$ cat config.mk
export PLATFORM = sky130hd
export DESIGN_NAME = rs_issue_scheduler
export DESIGN_NICKNAME = d
export VERILOG_FILES = /design/src/rtl/rs_issue_scheduler.sv
export SDC_FILE = /design/constraint.sdc
export NUM_CORES = 1
export LEC_CHECK = 0
export BUFFER_PORTS_ARGS = -buffer_cell sky130_fd_sc_hd__buf_2
export CORE_ASPECT_RATIO = 0.6
export CORE_UTILIZATION = 45
export DETAILED_ROUTE_END_ITERATION = 10
export GPL_ROUTABILITY_DRIVEN = 0
export HOLD_SLACK_MARGIN = 0.02
export PLACE_DENSITY = 0.67
export SLEW_MARGIN = 10
export SYNTH_ARGS = -nofsm -noshare
export SYNTH_HDL_FRONTEND = slang
export SYNTH_SLANG_ARGS = --single-unit
$ cat constraint.sdc
create_clock -name clk -period 14 [get_ports clk]
set_input_delay 1.4 -clock clk [delete_from_list [all_inputs] [get_ports clk]]
set_output_delay 1.4 -clock clk [all_outputs]
set_load 0.1 [all_outputs]
$ cat src/rtl/rs_issue_scheduler.sv
// rtl/rs_issue_scheduler.sv - age-ordered reservation station: dispatch, tag wakeup, oldest-ready issue
// Optional macro RS_WAKEUP_BYPASS_EN: same-cycle writeback wakeup feeds select (0-cycle wakeup-to-select).
module rs_issue_scheduler #(
    parameter int RS_DEPTH = 8,
    parameter int PREG_W   = 7,
    parameter int ROB_W    = 4,
    localparam int AGE_W   = $clog2(RS_DEPTH),
    localparam int OCC_W   = $clog2(RS_DEPTH) + 1
) (
    input  logic              clk,
    input  logic              reset,
    input  logic              flush,
    input  logic              disp_valid,
    output logic              disp_ready,
    input  logic [6:0]        disp_opcode,
    input  logic [PREG_W-1:0] disp_prd,
    input  logic [PREG_W-1:0] disp_pr1,
    input  logic [PREG_W-1:0] disp_pr2,
    input  logic              disp_pr1_ready,
    input  logic              disp_pr2_ready,
    input  logic [31:0]       disp_imm,
    input  logic [ROB_W-1:0]  disp_rob_index,
    input  logic              wb_valid,
    input  logic [PREG_W-1:0] wb_tag,
    output logic              issue_valid,
    input  logic              issue_ready,
    output logic [6:0]        issue_opcode,
    output logic [PREG_W-1:0] issue_prd,
    output logic [PREG_W-1:0] issue_pr1,
    output logic [PREG_W-1:0] issue_pr2,
    output logic [31:0]       issue_imm,
    output logic [ROB_W-1:0]  issue_rob_index,
    output logic [OCC_W-1:0]  occupancy
);

    localparam logic [AGE_W-1:0] AGE_MAX = AGE_W'(RS_DEPTH - 1);

    logic [RS_DEPTH-1:0] r_valid;
    logic [RS_DEPTH-1:0] r_pr1_rdy;
    logic [RS_DEPTH-1:0] r_pr2_rdy;
    logic [6:0]          r_opcode [RS_DEPTH];
    logic [PREG_W-1:0]   r_prd    [RS_DEPTH];
    logic [PREG_W-1:0]   r_pr1    [RS_DEPTH];
    logic [PREG_W-1:0]   r_pr2    [RS_DEPTH];
    logic [31:0]         r_imm    [RS_DEPTH];
    logic [ROB_W-1:0]    r_rob    [RS_DEPTH];
    logic [AGE_W-1:0]    r_age    [RS_DEPTH];
    logic [OCC_W-1:0]    r_occ;

    logic [RS_DEPTH-1:0] w_rdy1;
    logic [RS_DEPTH-1:0] w_rdy2;
    logic [RS_DEPTH-1:0] w_elig;
    logic                w_any;
    logic [AGE_W-1:0]    w_win_idx;
    logic [AGE_W-1:0]    w_win_age;
    logic                w_free_found;
    logic [AGE_W-1:0]    w_free_idx;
    logic                w_accept;
    logic                w_fire;
    logic                w_new_rdy1;
    logic                w_new_rdy2;

    always_comb begin
        w_rdy1 = '0;
        w_rdy2 = '0;
        w_elig = '0;
        for (int i = 0; i < RS_DEPTH; i++) begin
`ifdef RS_WAKEUP_BYPASS_EN
            w_rdy1[i] = r_pr1_rdy[i] | (wb_valid && (wb_tag == r_pr1[i]));
            w_rdy2[i] = r_pr2_rdy[i] | (wb_valid && (wb_tag == r_pr2[i]));
`else
            w_rdy1[i] = r_pr1_rdy[i];
            w_rdy2[i] = r_pr2_rdy[i];
`endif
            w_elig[i] = r_valid[i] & w_rdy1[i] & w_rdy2[i];
        end
    end

    // Oldest eligible wins; strict compare keeps the lowest index on an age tie.
    always_comb begin
        w_any     = 1'b0;
        w_win_idx = '0;
        w_win_age = '0;
        for (int i = 0; i < RS_DEPTH; i++) begin
            if (w_elig[i] && (!w_any || (r_age[i] > w_win_age))) begin
                w_any     = 1'b1;
                w_win_idx = AGE_W'(i);
                w_win_age = r_age[i];
            end
        end
    end

    always_comb begin
        w_free_found = 1'b0;
        w_free_idx   = '0;
        for (int i = 0; i < RS_DEPTH; i++) begin
            if (!r_valid[i] && !w_free_found) begin
                w_free_found = 1'b1;
                w_free_idx   = AGE_W'(i);
            end
        end
    end

    assign disp_ready  = (r_occ < OCC_W'(RS_DEPTH));
    assign issue_valid = w_any && !flush;
    assign occupancy   = r_occ;
    assign w_accept    = disp_valid && disp_ready && w_free_found;
    assign w_fire      = issue_valid && issue_ready;
    assign w_new_rdy1  = disp_pr1_ready || (disp_pr1 == '0) || (wb_valid && (wb_tag == disp_pr1));
    assign w_new_rdy2  = disp_pr2_ready || (disp_pr2 == '0) || (wb_valid && (wb_tag == disp_pr2));

    always_comb begin
        issue_opcode    = '0;
        issue_prd       = '0;
        issue_pr1       = '0;
        issue_pr2       = '0;
        issue_imm       = '0;
        issue_rob_index = '0;
        if (issue_valid) begin
            issue_opcode    = r_opcode[w_win_idx];
            issue_prd       = r_prd[w_win_idx];
            issue_pr1       = r_pr1[w_win_idx];
            issue_pr2       = r_pr2[w_win_idx];
            issue_imm       = r_imm[w_win_idx];
            issue_rob_index = r_rob[w_win_idx];
        end
    end

    always_ff @(posedge clk) begin
        if (reset) begin
            r_valid   <= '0;
            r_pr1_rdy <= '0;
            r_pr2_rdy <= '0;
            r_occ     <= '0;
            for (int i = 0; i < RS_DEPTH; i++) begin
                r_age[i] <= '0;
            end
        end else if (flush) begin
            r_valid <= '0;
            r_occ   <= '0;
        end else begin
            for (int i = 0; i < RS_DEPTH; i++) begin
                if (r_valid[i] && wb_valid && (wb_tag == r_pr1[i])) begin
                    r_pr1_rdy[i] <= 1'b1;
                end
                if (r_valid[i] && wb_valid && (wb_tag == r_pr2[i])) begin
                    r_pr2_rdy[i] <= 1'b1;
                end
                if (w_accept && r_valid[i] && (r_age[i] != AGE_MAX)) begin
                    r_age[i] <= r_age[i] + AGE_W'(1);
                end
                if (w_fire && (w_win_idx == AGE_W'(i))) begin
                    r_valid[i] <= 1'b0;
                end
                // The allocated slot was free in registered state, so it never collides with the issuing slot.
                if (w_accept && (w_free_idx == AGE_W'(i))) begin
                    r_valid[i]   <= 1'b1;
                    r_opcode[i]  <= disp_opcode;
                    r_prd[i]     <= disp_prd;
                    r_pr1[i]     <= disp_pr1;
                    r_pr2[i]     <= disp_pr2;
                    r_pr1_rdy[i] <= w_new_rdy1;
                    r_pr2_rdy[i] <= w_new_rdy2;
                    r_imm[i]     <= disp_imm;
                    r_rob[i]     <= disp_rob_index;
                    r_age[i]     <= '0;
                end
            end
            case ({w_accept, w_fire})
                2'b10:   r_occ <= r_occ + OCC_W'(1);
                2'b01:   r_occ <= r_occ - OCC_W'(1);
                default: r_occ <= r_occ;
            endcase
        end
    end

endmodule

==> metrics.csv <==
stage;metric;value;unit
die;core;55800;µm²
detailed_routing;num_vias;16900;
die;io_pins;149;
yosys;synthCells;1864;
timing;post-route-min-period;13.38;ns
clock_tree;root_buffer;clkbuf_16;
power_and_ir_drop;power.density;118;nW/µm²
yosys;yosysWarnings;0;
power_and_ir_drop;irDropWorstVdd;0.0000893;V
timing;slew_headroom;24.7;%
worst_setup_path;rr_endpoint;r_valid[2];
worst_setup_path;worstPathRequired;12.60;ns
timing;timing.fmax;0.0747;GHz
die;die_h;186;µm
worst_setup_path;slowest_delay;0.44;ns
yosys;synth_area_leader_cell;edfxtp_1;
layout;syn2layout_area_growth;13.4;%
clock_tree;htree_levels;2;
clock_tree;cts_tree;yes;
die;start_util;45.6;%
timing;rsz0062_at_grt;no;
worst_setup_path;crit_path_end_kind;output port;
yosys;synthArstFlopShare;0;%
layout;final_nets;2096;
power_and_ir_drop;cellLeakagePower;9.59;nW
detailed_routing;viasPerCell;6.09;
layout;regArea;16700;µm²
worst_setup_path;slowest_stage;dfxtp_2;
global_routing;grt_max_degree;105;
worst_setup_path;reg2regPathDepth;46;
global_routing;grt.total_usage;23.8;%
yosys;synth_edf_count;536;
min_path;hp-start;r_pr1_rdy[3];
yosys;synthDominantCellAreaShare;63.3;%
worst_setup_path;crit_arrival;11.98;ns
timing;slew_viol_final;0;
yosys;synth_ff_type;edfxtp_1;
global_routing;grt_pass1_vias;16300;
timing;fin_skew;0.0102;ns
min_path;min_path_cells;2;
timing;setup_viol;0;
worst_setup_path;crit_fanout;38;
layout;drive_above_1_share;17.7;%
detailed_routing;dr.pass1.iters;8;
worst_setup_path;cp_common_cell;ha_1;
timing;worst-slew-pin-transition;1.13;ns
clock_tree;clock_latency;0.59;ns
layout;fill_cells;4692;
min_path;hold_class;reg -> reg;
yosys;syn_area;25400;µm²
detailed_routing;drt_iter0_markers;1670;
global_routing;antenna_found_initial;8;
yosys;synth_nets;1984;
yosys;synth_cell_types;62;
clock_tree;cts_sinks;564;
layout;multi_input_area;8390;µm²
die;dieArea;57500;µm²
outcome;violations;design-rule violations;
power_and_ir_drop;power.total;0.00339;W
global_routing;grt-ovfl-total;0;
yosys;ys_top_cells_by_area;edfxtp_1, and3_1, a211oi_2;
yosys;synth_area_per_cell;13.6;µm²
detailed_routing;post_drt_wl_per_cell;25.1;µm
place;hpwl;40700;µm
detailed_routing;drcViolationCount;8;
die;die_w;309;µm
yosys;ys_seq_area_share;65.5;%
outcome;status;finished, violations left;
worst_setup_path;endpoint;issue_pr1[1];
die;rows;67;
place;io_buffers;148;
yosys;ys_seq_elements;564;
layout;fin_util;51.7;%
timing;fin_tns_setup;0;ns
clock_tree;cts.path.max_buffers;3;
worst_setup_path;r2r-start;r_valid[0];
timing;finalHoldViolCount;0;
timing;post-route-period-util;95.6;%
detailed_routing;detail_route.wirelength;69800;µm
clock_tree;cts_buffers;51;
worst_setup_path;r2r_slack;3.11;ns
worst_setup_path;critPathKind;reg -> out;
clock_tree;clk_pin_slew;0.06;ns
timing;worst_hold_slack;0.506;ns
global_routing;grt_first_pass_wirelength;102000;µm
flow_run;max_cap_viol_count;0;
detailed_routing;final_antenna_net_count;0;
worst_setup_path;start_kind;flop;
worst_setup_path;startpoint;r_valid[0];
[worst max-delay path, delay by kind of cell, from the launching register on]
family,cells,cell delay [ns]
AOI/OAI and AO/OA,23,5.20
adders and majority gates,7,2.15
buffers and inverters,3,0.68
DFF,1,0.44
muxes,1,0.22
and+or+nand+nor,15,2.65
[cells by family after synthesis]
logic type                 count (synthesis)  synth area share, %
adders and majority gates                 41                 2.05
AOI/OAI and AO/OA                        500                 14.7
xor gates and xnor gates                 129                 4.44
muxes                                      3                0.123
buffers and inverters                    138                 2.44
and+or+nand+nor                          489                 10.8
DFF                                      564                 65.5
[worst min path at each step]
| stage | end |
|---|---|
| after floorplan | r_pr2_rdy[3] |
| after detailed placement | r_pr1_rdy[3] |
| final | r_pr1_rdy[3] |
| after global placement | r_pr2_rdy[3] |
| after global routing | r_pr2_rdy[1] |
| after CTS | r_pr1_rdy[3] |
[final cells by class]
class | count | share of cell area [%]
Antenna cell | 6 | 0.0520
Timing Repair Buffer | 179 | 3.94
Inverter | 17 | 0.221
Tap cell | 759 | 3.29
Multi-Input combinational cell | 1163 | 29.1
Sequential cell | 564 | 57.7
Clock inverter | 29 | 1.11
Clock buffer | 64 | 4.59
[registers in the layout, indices dropped and copies added, names as in the netlist]
signal / cells
r_pr2: 56
r_age: 24
r_pr2_rdy: 8
occupancy: 4
r_pr1_rdy: 8
r_pr1: 56
r_rob: 32
r_valid: 8
r_opcode: 56
r_imm: 256
r_prd: 56
[per-layer routing]
layer	global-route usage [%]	vias to the layer above	wire length, µm
met3	5.00	113	6050
met5	0	-	16
met1	34.7	8480	31300
met4	6.30	4	1610
met2	36.1	740	30900
li1	-	7604	-
[where the power goes]
part / total, W / internal (W) / switching [W]
Sequential: 0.00186 / 0.00186 / 0.00000780
Combinational: 0.000111 / 0.0000349 / 0.0000763
Clock: 0.00142 / 0.000799 / 0.000617
[Yosys cell counts, types with 45 or more instances]
library cell and number:
a221o_1 63, o22ai_1 64, nand2_1 45, a211oi_2 63, edfxtp_1 536, o21ai_0 141
and3_1 152, a211oi_1 80, nor3b_1 65, clkbuf_1 77, nor2_1 112, xor2_1 90
[per-stage QoR]
step	instance area [µm²]	cells	worst slack [ns]
finish	28900	2781	0.616
floorplan	25400	1864	1.25
global placement	27000	2676	0.800
detailed placement	27000	2676	0.322
CTS	28600	2770	0.00884
global route	28800	2778	0.0149
[cell usage in the layout (no fill, tap or decap), types with 7 or more instances in the layout]
master,Yosys,final
a211oi_1,80,72
a211oi_2,63,71
a21oi_1,37,31
a221o_1,63,63
and2_1,9,8
and3_1,152,150
buf_2,26,128
buf_4,1,26
bufinv_16,0,7
clkbuf_1,77,13
clkbuf_16,0,53
clkbuf_4,0,16
clkinv_1,0,15
dfxtp_1,28,27
edfxtp_1,536,536
ha_1,40,40
inv_1,17,17
nand2_1,45,44
nand3_1,14,14
nand4_1,11,11
nor2_1,112,104
nor2_4,0,8
nor2b_1,12,12
nor3_1,18,18
nor3b_1,65,65
nor4_1,27,26
o21ai_0,141,139
o22ai_1,64,64
xnor2_1,39,39
xor2_1,90,90
[timing repair]
| item | CTS | global route |
|---|---|---|
| pin swaps | 0 | 1 |
| hold buffers | 0 | 0 |
| endpoints found under the setup margin | 64 | 64 |
| setup buffers | 0 | 3 |
| gates cloned | 1 | 2 |
| resized for setup | 6 | 44 |
No activity file was read; power rests on OpenSTA's default activity.
